<file path="src/rtl/mau_pkg.sv">
// Shared types and helpers for the memory access unit: FSM states,
// RV32I load/store funct3 encodings, byte-enable and lane helpers.
package mau_pkg;

  typedef enum logic [2:0] {IDLE, ISSUE, ISSUE2, WAIT, RESP} state_e;

  localparam logic [2:0] F3_B  = 3'b000;
  localparam logic [2:0] F3_H  = 3'b001;
  localparam logic [2:0] F3_W  = 3'b010;
  localparam logic [2:0] F3_BU = 3'b100;
  localparam logic [2:0] F3_HU = 3'b101;

  // Byte enables for an access of the given width starting at lane off.
  // Lanes that fall off the top of the word are dropped here; the caller
  // handles the spill into the next word. Illegal funct3 enables nothing.
  function automatic logic [3:0] be_gen(input logic [2:0] funct3, input logic [1:0] off);
    logic [3:0] m;
    case (funct3)
      F3_B, F3_BU: m = 4'b0001;
      F3_H, F3_HU: m = 4'b0011;
      F3_W:        m = 4'b1111;
      default:     m = 4'b0000;
    endcase
    return m << off;
  endfunction

  // Replicate right-justified store data across the word by access size.
  function automatic logic [31:0] replicate(input logic [1:0] sz, input logic [31:0] d);
    case (sz)
      2'b00:   return {4{d[7:0]}};
      2'b01:   return {2{d[15:0]}};
      default: return d;
    endcase
  endfunction

  // Rotate a word left / right by whole byte lanes.
  function automatic logic [31:0] lane_rotl(input logic [31:0] d, input logic [1:0] off);
    case (off)
      2'd1:    return {d[23:0], d[31:24]};
      2'd2:    return {d[15:0], d[31:16]};
      2'd3:    return {d[7:0],  d[31:8]};
      default: return d;
    endcase
  endfunction

  function automatic logic [31:0] lane_rotr(input logic [31:0] d, input logic [1:0] off);
    case (off)
      2'd1:    return {d[7:0],  d[31:8]};
      2'd2:    return {d[15:0], d[31:16]};
      2'd3:    return {d[23:0], d[31:24]};
      default: return d;
    endcase
  endfunction

endpackage

</file>
<file path="src/rtl/mau_load_align.sv">
// Load data alignment: picks the addressed byte/half out of the SRAM word
// and sign/zero-extends it. With MAU_MISALIGN_SPLIT_EN, lanes below the
// offset come from the following word (hi_i) so a word-crossing access
// is merged before the rotate.
module mau_load_align
  import mau_pkg::*;
(
  input  logic [2:0]  funct3_i,
  input  logic [1:0]  off_i,
  input  logic [31:0] lo_i,
`ifdef MAU_MISALIGN_SPLIT_EN
  input  logic [31:0] hi_i,
`endif
  output logic [31:0] data_o
);

  logic [31:0] merged;
  logic [31:0] r;

  // Merge the two captures per lane, rotate the addressed byte to lane 0, extend
  always_comb begin
`ifdef MAU_MISALIGN_SPLIT_EN
    for (int i = 0; i < 4; i++)
      merged[8*i +: 8] = (2'(i) >= off_i) ? lo_i[8*i +: 8] : hi_i[8*i +: 8];
`else
    merged = lo_i;
`endif
    r = lane_rotr(merged, off_i);
    case (funct3_i[1:0])
      2'b00:   data_o = {{24{r[7]  & ~funct3_i[2]}}, r[7:0]};
      2'b01:   data_o = {{16{r[15] & ~funct3_i[2]}}, r[15:0]};
      default: data_o = r;
    endcase
  end

endmodule

</file>
<file path="src/rtl/mem_access_unit.sv">
// RISC-V load/store unit driving one port of a 1-cycle-latency SRAM.
// One request in flight; every accepted request gets exactly one response.
// Optional feature macro: MAU_MISALIGN_SPLIT_EN splits word-crossing H/W
// accesses into two SRAM cycles; without it, misaligned H/W is an error.
module mem_access_unit
  import mau_pkg::*;
#(
  parameter int          LENGTH    = 8192,
  parameter logic [31:0] BASE_ADDR = 32'h0
) (
  input  logic                          clock,
  input  logic                          reset_n,
  input  logic                          req_valid,
  output logic                          req_ready,
  input  logic                          req_we,
  input  logic [2:0]                    req_funct3,
  input  logic [31:0]                   req_addr,
  input  logic [31:0]                   req_wdata,
  output logic                          rsp_valid,
  output logic [31:0]                   rsp_rdata,
  output logic                          rsp_err,
  output logic [$clog2(LENGTH/4)-1:0]   mem_addr,
  output logic [31:0]                   mem_wdata,
  output logic [3:0]                    mem_we,
  input  logic [31:0]                   mem_rdata
);

  localparam int AW = $clog2(LENGTH/4);

  state_e      state_q;
  logic [2:0]  funct3_q;
  logic        we_q;
  logic [1:0]  off_q;
  logic        rsp_valid_q, rsp_err_q;
  logic [31:0] rsp_rdata_q;
  logic [AW-1:0] mem_addr_q;
  logic [31:0] mem_wdata_q;
  logic [3:0]  mem_we_q;

  // Request decode, evaluated on the raw request fields at acceptance
  logic [3:0]  be;
  logic [2:0]  nbytes;
  logic [32:0] rel, end_b;
  logic        f3_ok, range_ok, req_err;
  logic [AW-1:0] word;
  logic [31:0] wd_lanes;
  logic [31:0] ld_data;

  assign be       = be_gen(req_funct3, req_addr[1:0]);
  assign nbytes   = (req_funct3[1:0] == 2'b00) ? 3'd1 : (req_funct3[1:0] == 2'b01) ? 3'd2 : 3'd4;
  assign f3_ok    = (req_funct3 == F3_B || req_funct3 == F3_H || req_funct3 == F3_W ||
                     (!req_we && (req_funct3 == F3_BU || req_funct3 == F3_HU)));
  // rel[32] set means the address sits below the SRAM window
  assign rel      = {1'b0, req_addr} - {1'b0, BASE_ADDR};
  assign end_b    = {1'b0, rel[31:0]} + {30'b0, nbytes};
  assign range_ok = !rel[32] && (end_b <= 33'(LENGTH));
  assign word     = rel[AW+1:2];
  assign wd_lanes = lane_rotl(replicate(req_funct3[1:0], req_wdata), req_addr[1:0]);

`ifdef MAU_MISALIGN_SPLIT_EN
  logic        cross, split_q;
  logic [3:0]  be_hi, be_hi_q;
  logic [31:0] lo_q;
  // Crossing is decided by the byte span; a misaligned H inside one word is a single access
  assign cross   = ({1'b0, req_addr[1:0]} + nbytes) > 3'd4;
  assign be_hi   = be_gen(req_funct3, 2'd0) >> (3'd4 - {1'b0, req_addr[1:0]});
  assign req_err = !f3_ok || !range_ok;

  mau_load_align u_align (
    .funct3_i (funct3_q),
    .off_i    (off_q),
    .lo_i     (split_q ? lo_q : mem_rdata),
    .hi_i     (mem_rdata),
    .data_o   (ld_data)
  );
`else
  logic misal;
  assign misal   = (req_funct3[1:0] == 2'b01 && req_addr[0]) ||
                   (req_funct3[1:0] == 2'b10 && req_addr[1:0] != 2'b00);
  assign req_err = !f3_ok || !range_ok || misal;

  mau_load_align u_align (
    .funct3_i (funct3_q),
    .off_i    (off_q),
    .lo_i     (mem_rdata),
    .data_o   (ld_data)
  );
`endif

  // Control FSM; all SRAM and response outputs are registered here
  always_ff @(posedge clock or negedge reset_n) begin
    if (!reset_n) begin
      state_q     <= IDLE;
      funct3_q    <= '0;
      we_q        <= 1'b0;
      off_q       <= '0;
      rsp_valid_q <= 1'b0;
      rsp_err_q   <= 1'b0;
      rsp_rdata_q <= '0;
      mem_addr_q  <= '0;
      mem_wdata_q <= '0;
      mem_we_q    <= '0;
`ifdef MAU_MISALIGN_SPLIT_EN
      split_q     <= 1'b0;
      be_hi_q     <= '0;
      lo_q        <= '0;
`endif
    end else begin
      case (state_q)
        IDLE: if (req_valid) begin
          funct3_q <= req_funct3;
          we_q     <= req_we;
          off_q    <= req_addr[1:0];
          if (req_err) begin
            rsp_valid_q <= 1'b1;
            rsp_err_q   <= 1'b1;
            rsp_rdata_q <= '0;
            state_q     <= RESP;
          end else begin
            mem_addr_q <= word;
            mem_we_q   <= req_we ? be : 4'b0000;
            if (req_we) mem_wdata_q <= wd_lanes;
`ifdef MAU_MISALIGN_SPLIT_EN
            split_q <= cross;
            be_hi_q <= be_hi;
`endif
            state_q <= ISSUE;
          end
        end
        ISSUE: begin
          mem_we_q <= 4'b0000;
`ifdef MAU_MISALIGN_SPLIT_EN
          if (split_q) begin
            mem_addr_q <= mem_addr_q + AW'(1);
            mem_we_q   <= we_q ? be_hi_q : 4'b0000;
            state_q    <= ISSUE2;
          end else
`endif
          if (we_q) begin
            rsp_valid_q <= 1'b1;
            rsp_rdata_q <= '0;
            state_q     <= RESP;
          end else begin
            state_q <= WAIT;
          end
        end
`ifdef MAU_MISALIGN_SPLIT_EN
        ISSUE2: begin
          mem_we_q <= 4'b0000;
          lo_q     <= mem_rdata;
          if (we_q) begin
            rsp_valid_q <= 1'b1;
            rsp_rdata_q <= '0;
            state_q     <= RESP;
          end else begin
            state_q <= WAIT;
          end
        end
`endif
        WAIT: begin
          rsp_valid_q <= 1'b1;
          rsp_rdata_q <= ld_data;
          state_q     <= RESP;
        end
        RESP: begin
          rsp_valid_q <= 1'b0;
          rsp_err_q   <= 1'b0;
          rsp_rdata_q <= '0;
          state_q     <= IDLE;
        end
        default: state_q <= IDLE;
      endcase
    end
  end

  assign req_ready = (state_q == IDLE);
  assign rsp_valid = rsp_valid_q;
  assign rsp_err   = rsp_err_q;
  assign rsp_rdata = rsp_rdata_q;
  assign mem_addr  = mem_addr_q;
  assign mem_wdata = mem_wdata_q;
  assign mem_we    = mem_we_q;

endmodule

</file>
<file path="config.mk">
export PLATFORM = sky130hd
export DESIGN_NAME = mem_access_unit
export DESIGN_NICKNAME = d
export VERILOG_FILES = /design/src/rtl/mau_pkg.sv /design/src/rtl/mau_load_align.sv /design/src/rtl/mem_access_unit.sv
export SDC_FILE = /design/constraint.sdc
export NUM_CORES = 1
export LEC_CHECK = 0
export ABC_AREA = 1
export CORE_ASPECT_RATIO = 2
export CORE_MARGIN = 1.5
export CORE_UTILIZATION = 25
export DETAILED_ROUTE_END_ITERATION = 16
export GPL_TIMING_DRIVEN = 0
export SLEW_MARGIN = 20
export SYNTH_ARGS = -nofsm -noshare
export SYNTH_HDL_FRONTEND = slang
export SYNTH_SLANG_ARGS = --single-unit
</file>
<file path="constraint.sdc">
create_clock -name clock -period 2.3 [get_ports clock]
set_clock_uncertainty 0.2 [all_clocks]
set_input_delay 0.46 -clock clock [delete_from_list [all_inputs] [get_ports clock]]
set_output_delay 0.46 -clock clock [all_outputs]
set_load 0.02 [all_outputs]
</file>
Word level (Yosys, flattened, before mapping)

Cells that the tools add are included.

$add $sub $neg: 1
Magnitude comparators: 1
Equality and inequality tests: 20
Shift operators: 1
Mux-type cells: 24
Bitwise gates (word level): 4
Reductions and logical operators: 29

Operators by type and width:

| operator               | count |
|---|---|
| $pmux W32 S3           | 2 |
| $pmux W32 S2           | 2 |
| $pmux W32 S4           | 1 |
| $mux W32               | 3 |
| $add A32 B3 Y33        | 1 |
| $le A33 B14 Y1 const B | 1 |
| $mux W3                | 5 |
| $mux W4                | 3 |
| $pmux W4 S3            | 1 |
| $eq A2 B2 Y1 const B   | 5 |
| $eq A3 B3 Y1 const B   | 3 |
| $pmux W3 S3            | 1 |
| $reduce_and A3 Y1      | 3 |
| $eq A2 B1 Y1 const B   | 4 |
| $pmux W4 S2            | 1 |
| $reduce_and A4 Y1      | 2 |
| $logic_or A1 B1 Y1     | 7 |
| $eq A3 B1 Y1 const B   | 2 |
| $eq A3 B2 Y1 const B   | 2 |
| $logic_not A3 Y1       | 2 |
| $ne A2 B2 Y1 const B   | 3 |
| $reduce_bool A2 Y1     | 3 |
| $logic_not A2 Y1       | 2 |
| $pmux W1 S4            | 1 |
| other kinds (11)       | 20 |

Bits in registers: 90
Input bits: 103
Output and inout port bits: 82
Word-level logic and storage cells: 90

Logic depth before layout (Yosys ltp)

Gate-level depths: netlist of run 1.

Word-level depth: 11
Depth in mapped cells: 22
Gate-level depth less buffers: 20

Cells and area by module

Synthesis of run 1 repeated with hierarchy kept, for this count alone.

Cells, all modules: 1078
Area, all modules: 7166.9 µm²

Modules (own cells, without submodules):

| module          | instances | cells an instance | area an instance (µm²) | seq. area each (µm²) |
|---|---|---|---|---|
| mem_access_unit | 1         | 834               | 5995.8                 | 2252.2 |
| mau_load_align  | 1         | 244               | 1171.1                 | 0.0 |

Worst setup path before layout of run 1

No wires, ideal clock.

Path type: in2reg
Start: input port req_funct3[0]
End: register mem_wdata_q[0] (netlist: mem_wdata[0])
Setup time: 0.117 ns
Arrival time: 3.001 ns
Data required time: 1.983 ns
Path slack: -1.018 ns
Stages: 20
Path buffers: 2
Cells stage by stage: nor2_1 -> clkbuf_1 -> ha_1 -> fa_1 -> or2_2 -> nor2_1 -> nand2_1 -> nor2_1 -> nand2_1 -> nor2_1 -> nand3_1 -> nand2_1 -> nand3_1 -> nor2_4 -> nand2_2 -> clkinv_2 -> nand3_4 -> buf_6 -> nand2_1 -> nand2_1

Longest elaborated chain between the ends: 10
Elaborated cells on any way between the ends: 28
Those cells by class: 1 x add/sub; 1 x order compare; 6 x eq/ne; 4 x mux; 1 x bitwise; 15 x reduce/logical

Ends and longest elaborated chain:

| element                          | line                                                        | source |
|---|---|---|
| from (decl)                      | mem_access_unit.sv:16                                       | `input logic [2:0] req_funct3,` |
| $eq A2 B1 Y1                     | mau_pkg.sv:29, mem_access_unit.sv:50, mem_access_unit.sv:78 |  |
| $mux W3 (2 in series)            | mem_access_unit.sv:50                                       | `assign nbytes = (req_funct3[1:0] == 2'b00) ? 3'd1 : (req_funct3[1:0] == 2'b01) ? 3'd2 : 3'd4;` |
| $add A32 B3 Y33                  | mem_access_unit.sv:55                                       | `assign end_b = {1'b0, rel[31:0]} + {30'b0, nbytes};` |
| $le A33 B14 Y1                   | mem_access_unit.sv:56                                       | `assign range_ok = !rel[32] && (end_b <= 33'(LENGTH));` |
| $logic_not A1 Y1                 | mem_access_unit.sv:80                                       | `assign req_err = !f3_ok \|\| !range_ok \|\| misal;` |
| $logic_or A1 B1 Y1 (2 in series) | mem_access_unit.sv:80                                       |  |
| $not A1 Y1 (no line)             | --                                                          |  |
| $reduce_and A4 Y1 (no line)      | --                                                          |  |
| to (signal assigned)             | mem_access_unit.sv:122                                      | `if (req_we) mem_wdata_q <= wd_lanes;` |
| to (decl)                        | mem_access_unit.sv:37                                       | `logic [31:0] mem_wdata_q;` |

Several ways; a longest one is shown, not always the timed one.
A chain may end at the register's enable or synchronous reset.

Worst setup path after layout of run 1

Start: input port req_addr[6]
End: register mem_wdata_q[21] (netlist: mem_wdata[21])

Longest elaborated chain between the ends: 7

Ends and longest elaborated chain:

| element                          | line                  | source |
|---|---|---|
| from (decl)                      | mem_access_unit.sv:17 | `input logic [31:0] req_addr,` |
| $add A32 B3 Y33                  | mem_access_unit.sv:55 |  |
| $le A33 B14 Y1                   | mem_access_unit.sv:56 |  |
| $logic_not A1 Y1                 | mem_access_unit.sv:80 |  |
| $logic_or A1 B1 Y1 (2 in series) | mem_access_unit.sv:80 |  |
| $not A1 Y1 (no line)             | --                    |  |
| $reduce_and A4 Y1 (no line)      | --                    |  |

Every way passes these cells.

==> impl_metrics.py, run 1 <==
metrics = {
    "routing": {
        "firstDrtPassIters": 8,
        "drtIter0Drc": 701,
        "vias_per_cell": 5.00,
        "drc": 0,
        "vias": 7956,
        "ant_nets": 0,
        "wirelength_um": 28400,
        "routedWlPerCell_um": 17.9,
    },
    "synthesis": {
        "synth-edff-count": 0,
        "yosysSeqAreaShare_pct": 33.5,
        "avgSynthCellArea_um2": 6.57,
        "synth_area_um2": 6730,
        "async_reset_ff_share_pct": 100,
        "synth_cells": 1025,
        "ys_warn_count": 0,
        "syn-num-nets": 1132,
        "synth_seq_cells": 90,
        "synth_ff_type": "dfrtp_1",
        "synth_cell_types": 45,
    },
    "cells_and_area": {
        "drive_gt1_share_pct": 10.9,
        "insertedDiodeCount": 0,
        "fillers": 2828,
        "area_growth_pct": 45.9,
        "final_nets": 1349,
    },
    "worst_setup_path": {
        "path_cells": "clkdlybuf4s50_1, nand2_1, nor2_1, nand2_2, inv_2, nand3_2, nor2_2, xor2_1, nand3_1, nor2_4, nand2_2, clkinv_4, nand3_4, buf_6, nand2_2, nand2_1",
        "cp_max_fo": 8,
        "cpPeakStageDelay_ps": 550,
        "cp_common_cell": "nand2_2",
        "startpoint_type": "primary input",
        "crit_slowest_cell": "clkdlybuf4s50_1",
        "endpoint_kind": "flop",
        "crit_required_ps": 2340,
        "critical_path_buf_inv_count": 4,
        "path_class": "primary input to flop",
        "crit_family": "simple AND/OR/NAND/NOR gates",
        "cp_data_arrival_time_ps": 2990,
    },
    "status": {
        "status": "finished with violations",
        "violations": "negative setup slack",
    },
    "global_routing": {
        "grt_pass1_vias": 7783,
        "grtUsageTotal_pct": 20.2,
        "antenna_found_initial": 0,
        "grt_max_degree": 59,
        "grt_pass1_wl_um": 43600,
        "gr-total-overflow": 0,
    },
    "worst_hold_path": {
        "hold_path_class": "primary input to flop",
    },
    "cts": {
        "cts_made_buffers": 9,
        "cts.sinks": 90,
        "clock_latency_ps": 350,
        "cts_buffer_depth": 2,
        "clockRootBuffer": "clkbuf_16",
        "clk_pin_slew_ps": 70,
        "cts_max_level": 3,
        "tritoncts": "built",
    },
    "sta": {
        "fin_crit_ps": 2950,
        "tightest_slew_ps": 729,
        "rsz0062_at_grt": "true",
        "finalHoldViolations": 0,
        "drv_slew": 0,
        "clock.fmax_ghz": 0.339,
        "setup_ws_ps": -648,
        "tns_ps": -50040,
        "setup_viol": 83,
        "slew_headroom_pct": 51.2,
        "fin_crit_sh_pct": 128,
    },
    "floorplan": {
        "start_util_pct": 25.5,
        "die_y_um": 235,
        "boundaryPins": 185,
        "die_x_um": 119,
        "core_um2": 26400,
        "rows": 84,
        "fp.dieArea_um2": 28000,
    },
    "placed_design": {
        "place_congestion": 0.937,
        "pre_cts_slack_ps": -2100,
        "portBuffers": 183,
        "place_hpwl_um": 22700,
    },
    "power": {
        "power.density_nw_per_um2": 626,
        "peakVddDrop_uv": 399,
        "p_leak_uw": 0.00448,
    },
    "job": {
        "drv_cap": 0,
    },
}
-- cell usage after synthesis, types with 2 or more instances --
cell type | n | area share (%)
buf_4 | 6 | 0.67
o21a_1 | 2 | 0.22
clkbuf_1 | 39 | 2.2
o21ai_0 | 46 | 3.4
a221o_1 | 2 | 0.30
buf_2 | 2 | 0.15
xor2_1 | 3 | 0.39
o2111ai_1 | 15 | 2.0
nand2_2 | 3 | 0.28
nor2_4 | 3 | 0.50
inv_1 | 104 | 5.8
xnor2_1 | 3 | 0.39
o221ai_1 | 14 | 1.8
o21ai_1 | 12 | 0.89
nor3_1 | 6 | 0.45
a21oi_1 | 41 | 3.0
nand3_1 | 41 | 3.0
o211ai_1 | 13 | 1.5
a211oi_1 | 3 | 0.33
nor2_1 | 89 | 5.0
clkinv_1 | 3 | 0.17
a221oi_1 | 14 | 1.8
o22ai_1 | 26 | 2.4
ha_1 | 3 | 0.56
or2_2 | 5 | 0.46
nand3b_1 | 3 | 0.33
nand3_2 | 3 | 0.45
mux2i_1 | 2 | 0.30
dfrtp_1 | 90 | 33
buf_6 | 3 | 0.50
a22oi_1 | 5 | 0.56
nand4_1 | 45 | 4.2
o311ai_0 | 4 | 0.52
nand2_1 | 356 | 20
nor2_2 | 6 | 0.56
-- power by group --
group	switching, uW	total (uW)	internal (uW)	leakage [uW]
logic	1900	2870	965	0.00312
clock network	645	1490	844	0.000129
registers	91.2	1790	1690	0.00123
total	2640	6140	3500	0.00448
-- timing repair --
| action | in CTS | in global routing |
|---|---|---|
| resized for setup | 69 | 34 |
| buffers inserted | 15 | 4 |
| hold buffers | 1 | 0 |
| setup endpoints to repair | 84 | 84 |
| pin swaps | 19 | 16 |
| cloned | 4 | 0 |
| hold endpoints to repair | 32 | 0 |
-- flip-flops by register name, summed over array words and instances (netlist names) --
register / cells
we_q: 1
mem_we: 4
state_q: 3
rsp_valid: 1
rsp_rdata: 32
funct3_q: 3
mem_addr: 11
off_q: 2
mem_wdata: 32
rsp_err: 1
-- layout make-up --
cell class,instances,area (um2),area share (%)
well taps,344,430,4.38
multi-input cells,776,4070,41.4
flip-flops and latches,90,2250,22.9
clock inverters,4,52.6,0.535
inverters,109,414,4.22
clock buffers,12,236,2.41
repair buffers,208,2090,21.3
plain buffers,48,274,2.79
-- cell usage in the layout, fill, tap and decap left out, types with 5 or more instances in the layout --
cell | synthesis | layout
a21oi_1 | 41 | 40
a221oi_1 | 14 | 14
a22oi_1 | 5 | 5
buf_4 | 6 | 19
buf_6 | 3 | 12
clkbuf_1 | 39 | 38
clkbuf_16 | 0 | 9
clkdlybuf4s50_1 | 0 | 171
dfrtp_1 | 90 | 90
inv_1 | 104 | 104
nand2_1 | 356 | 323
nand2_2 | 3 | 36
nand3_1 | 41 | 34
nand3_2 | 3 | 8
nand4_1 | 45 | 45
nor2_1 | 89 | 79
nor2_2 | 6 | 9
nor2_4 | 3 | 10
o2111ai_1 | 15 | 15
o211ai_1 | 13 | 13
o21ai_0 | 46 | 46
o21ai_1 | 12 | 12
o221ai_1 | 14 | 14
o22ai_1 | 26 | 26
-- stage by stage --
step                      hold WS, ps  power [uW]  util, %  cell area (um2)  instances
after global routing              278        6510     37.2             9820       1591
after global placement            246        4520     34.4             9090       1552
after CTS                         259        6140     36.9             9730       1589
final                             240        6140     37.2             9820       1591
after detailed placement          181        4530     34.6             9120       1553
after floorplan                 -35.6        3420        -             6830       1025
-- layer usage --
metal  wire length [um]  global-route usage [%]
met3               1420                    3.01
met4               1590                    11.7
met2              15700                    39.1
met1               9680                    19.8
met5                  0                       0
-- cells by family (layout without fill, tap and decap cells) --
| family | after synthesis | after routing | share of synthesized area, % |
|---|---|---|---|
| AND/OR/NAND/NOR | 565 | 565 | 36.0 |
| buffers and inverters | 159 | 381 | 9.59 |
| adder cells (fa/ha/maj) | 4 | 4 | 0.855 |
| multiplexers | 2 | 2 | 0.297 |
| flip-flops | 90 | 90 | 33.5 |
| XOR/XNOR | 6 | 6 | 0.781 |
| AO/OA/AOI/OAI | 199 | 199 | 19.0 |
-- tightest hold or removal path: cells and delay by family --
| kind | cells | cell delay [ps] |
|---|---|---|
| buf+inv | 2 | 240 |
| compound gates | 1 | 60 |
-- path summary, 6_finish.rpt --
kind / to / startpoint / cells after the start / slack, ps
setup / recovery: mem_wdata[21]$_DFFE_PN0P_ / req_addr[6] / 16 / -650
hold / removal: mem_addr[8]$_DFFE_PN0P_ / req_addr[10] / 3 / 240
setup reg to reg: rsp_rdata[20]$_DFFE_PN0P_ / off_q[0]$_DFFE_PN0P_ / 9 / -600
hold reg to reg: state_q[1]$_DFFE_PN0N_ / we_q$_DFFE_PN0P_ / 1 / 270
max in group asynchronous: rsp_valid$_DFFE_PN0P_ / reset_n / 3 / 930
min in group asynchronous: rsp_rdata[9]$_DFFE_PN0P_ / reset_n / 2 / 370
(Power assumes the default switching activity.)
==> inputs of run 2 (changes only) <==
- CORE_MARGIN: 1.5 -> default
==> impl_metrics.py, run 2 (synthesis results as in run 1) <==
metrics = {
    "placed_design": {
        "place_hpwl_um": 22800,
        "place_congestion": 0.945,
        "portBuffers": 183,
        "pre_cts_slack_ps": -2100,
    },
    "sta": {
        "setup_ws_ps": -700,
        "fin_crit_ps": 3000,
        "finalHoldViolations": 0,
        "slew_headroom_pct": 52.2,
        "tightest_slew_ps": 715,
        "drv_slew": 0,
        "fin_crit_sh_pct": 130,
        "holdWs_ps": 235,
        "setup_viol": 83,
        "clock.fmax_ghz": 0.333,
        "rsz0062_at_grt": "true",
    },
    "worst_setup_path": {
        "endpoint_kind": "flop",
        "cpPeakStageDelay_ps": 320,
        "crit_slowest_cell": "ha_4",
        "cp_common_cell": "nor2_4",
        "cp_data_arrival_time_ps": 3030,
        "cp_max_fo": 10,
        "startpoint_type": "primary input",
        "path_cells": "buf_12, clkbuf_4, ha_4, inv_1, nor2_2, nor2_4, nor2_4, nand4_1, buf_4, nor3_2, nor2_1, nand3_2, nor2_4, buf_4, nand3_4, nand3_4, clkbuf_16, nand2_1, nand2_1",
        "path_class": "primary input to flop",
        "crit_required_ps": 2330,
    },
    "power": {
        "peakVddDrop_uv": 370,
        "p_int_uw": 3730,
        "fin_total_pwr_uw": 6460,
        "seqPwrFrac_pct": 27.7,
        "p_clk_share_pct": 26.0,
        "power.density_nw_per_um2": 647,
        "p_leak_uw": 0.00457,
        "p_sw_share_pct": 42.3,
        "p_sw_uw": 2730,
        "pwr-share-comb_pct": 46.3,
    },
    "cells_and_area": {
        "area_growth_pct": 48.4,
        "drive_gt1_share_pct": 11.8,
        "layout_common_cells": "319 x nand2_1, 171 x clkdlybuf4s50_1, 103 x inv_1",
        "layout_commonest_cell": "nand2_1",
        "final_nets": 1357,
    },
    "routing": {
        "routedWlPerCell_um": 18.0,
        "wirelength_um": 28800,
        "firstDrtPassIters": 5,
        "drtIter0Drc": 562,
        "vias": 8163,
        "drc": 0,
        "vias_per_cell": 5.10,
        "ant_nets": 0,
    },
    "floorplan": {
        "start_util_pct": 25.5,
        "boundaryPins": 185,
        "fp.dieArea_um2": 27600,
        "die_y_um": 234,
        "die_x_um": 118,
        "rows": 84,
        "core_um2": 26400,
    },
    "cts": {
        "clock_latency_ps": 360,
        "clk_pin_slew_ps": 70,
        "cts.sinks": 90,
        "cts_max_level": 3,
        "tritoncts": "built",
        "cts_made_buffers": 9,
        "cts_buffer_depth": 2,
        "clockRootBuffer": "clkbuf_16",
    },
    "global_routing": {
        "antenna_found_initial": 0,
        "gr-total-overflow": 0,
        "grt_pass1_vias": 7920,
        "grt_pass1_wl_um": 43200,
        "grt_max_degree": 59,
        "grtUsageTotal_pct": 20.6,
    },
    "status": {
        "violations": "negative setup slack",
        "status": "finished with violations",
    },
    "job": {
        "drv_cap": 0,
    },
    "worst_hold_path": {
        "hold_path_class": "primary input to flop",
    },
}
-- run 2: power by group through the flow --
| stage | combinational [uW] | clock, uW | sequential (uW) |
|---|---|---|---|
| after global placement | 2750 | 0 | 1820 |
| after floorplan | 1560 | 0 | 1860 |
| final | 2990 | 1680 | 1790 |
| after global routing | 3210 | 1770 | 1800 |
| after CTS | 2880 | 1720 | 1790 |
| after detailed placement | 2770 | 0 | 1820 |
-- run 2: layout make-up --
type	count	area (um2)
Sequential cell	90	2250
Clock buffer	11	253
Timing Repair Buffer	216	2190
Tap cell	344	430
Multi-Input combinational cell	776	4080
Inverter	109	417
Buffer	48	270
Fill cell	2844	16400
Clock inverter	5	86.3
Antenna cell	2	5.00
-- run 2: repair_timing --
action / in CTS / in global routing
cloned: 4 / 2
hold buffers: 1 / 0
buffers inserted: 19 / 6
pin swaps: 19 / 7
hold endpoints to repair: 32 / 0
setup endpoints to repair: 84 / 84
resized for setup: 88 / 22
-- run 2: metal layers --
layer	up-vias	global-route usage [%]	part of all wire, %
met5	-	0	0
met4	0	14.1	6.6
met3	86	3.11	4.5
met2	311	41.1	55
met1	3849	19.0	34
li1	3917	-	-
-- run 2: worst paths after layout --
kind / startpoint / cells past startpoint / slack, ps / to
min reg2reg: rsp_rdata[14]$_DFFE_PN0P_ / 2 / 270 / rsp_rdata[14]$_DFFE_PN0P_
max: req_funct3[1] / 19 / -700 / rsp_rdata[17]$_DFFE_PN0P_
max reg2reg: off_q[0]$_DFFE_PN0P_ / 9 / -540 / rsp_rdata[20]$_DFFE_PN0P_
min in group asynchronous: reset_n / 2 / 360 / rsp_rdata[12]$_DFFE_PN0P_
max in group asynchronous: reset_n / 3 / 950 / state_q[2]$_DFFE_PN0N_
min: req_addr[10] / 3 / 230 / mem_addr[8]$_DFFE_PN0P_
-- run 2: worst max-delay path: cells and delay by family --
family,cells,cell delay [ps]
AND/OR/NAND/NOR,12,1320
buffers and inverters,6,910
adder cells (fa/ha/maj),1,320
-- run 2: per-stage QoR --
stage | instances | area [um2] | setup TNS, ps | util, %
global route | 1599 | 9980 | -66450 | 37.8
global placement | 1552 | 9090 | -430690 | 34.4
detailed placement | 1553 | 9120 | -167300 | 34.6
finish | 1601 | 9990 | -52870 | 37.9
CTS | 1592 | 9830 | -54710 | 37.3
floorplan | 1025 | 6830 | -54150 | -
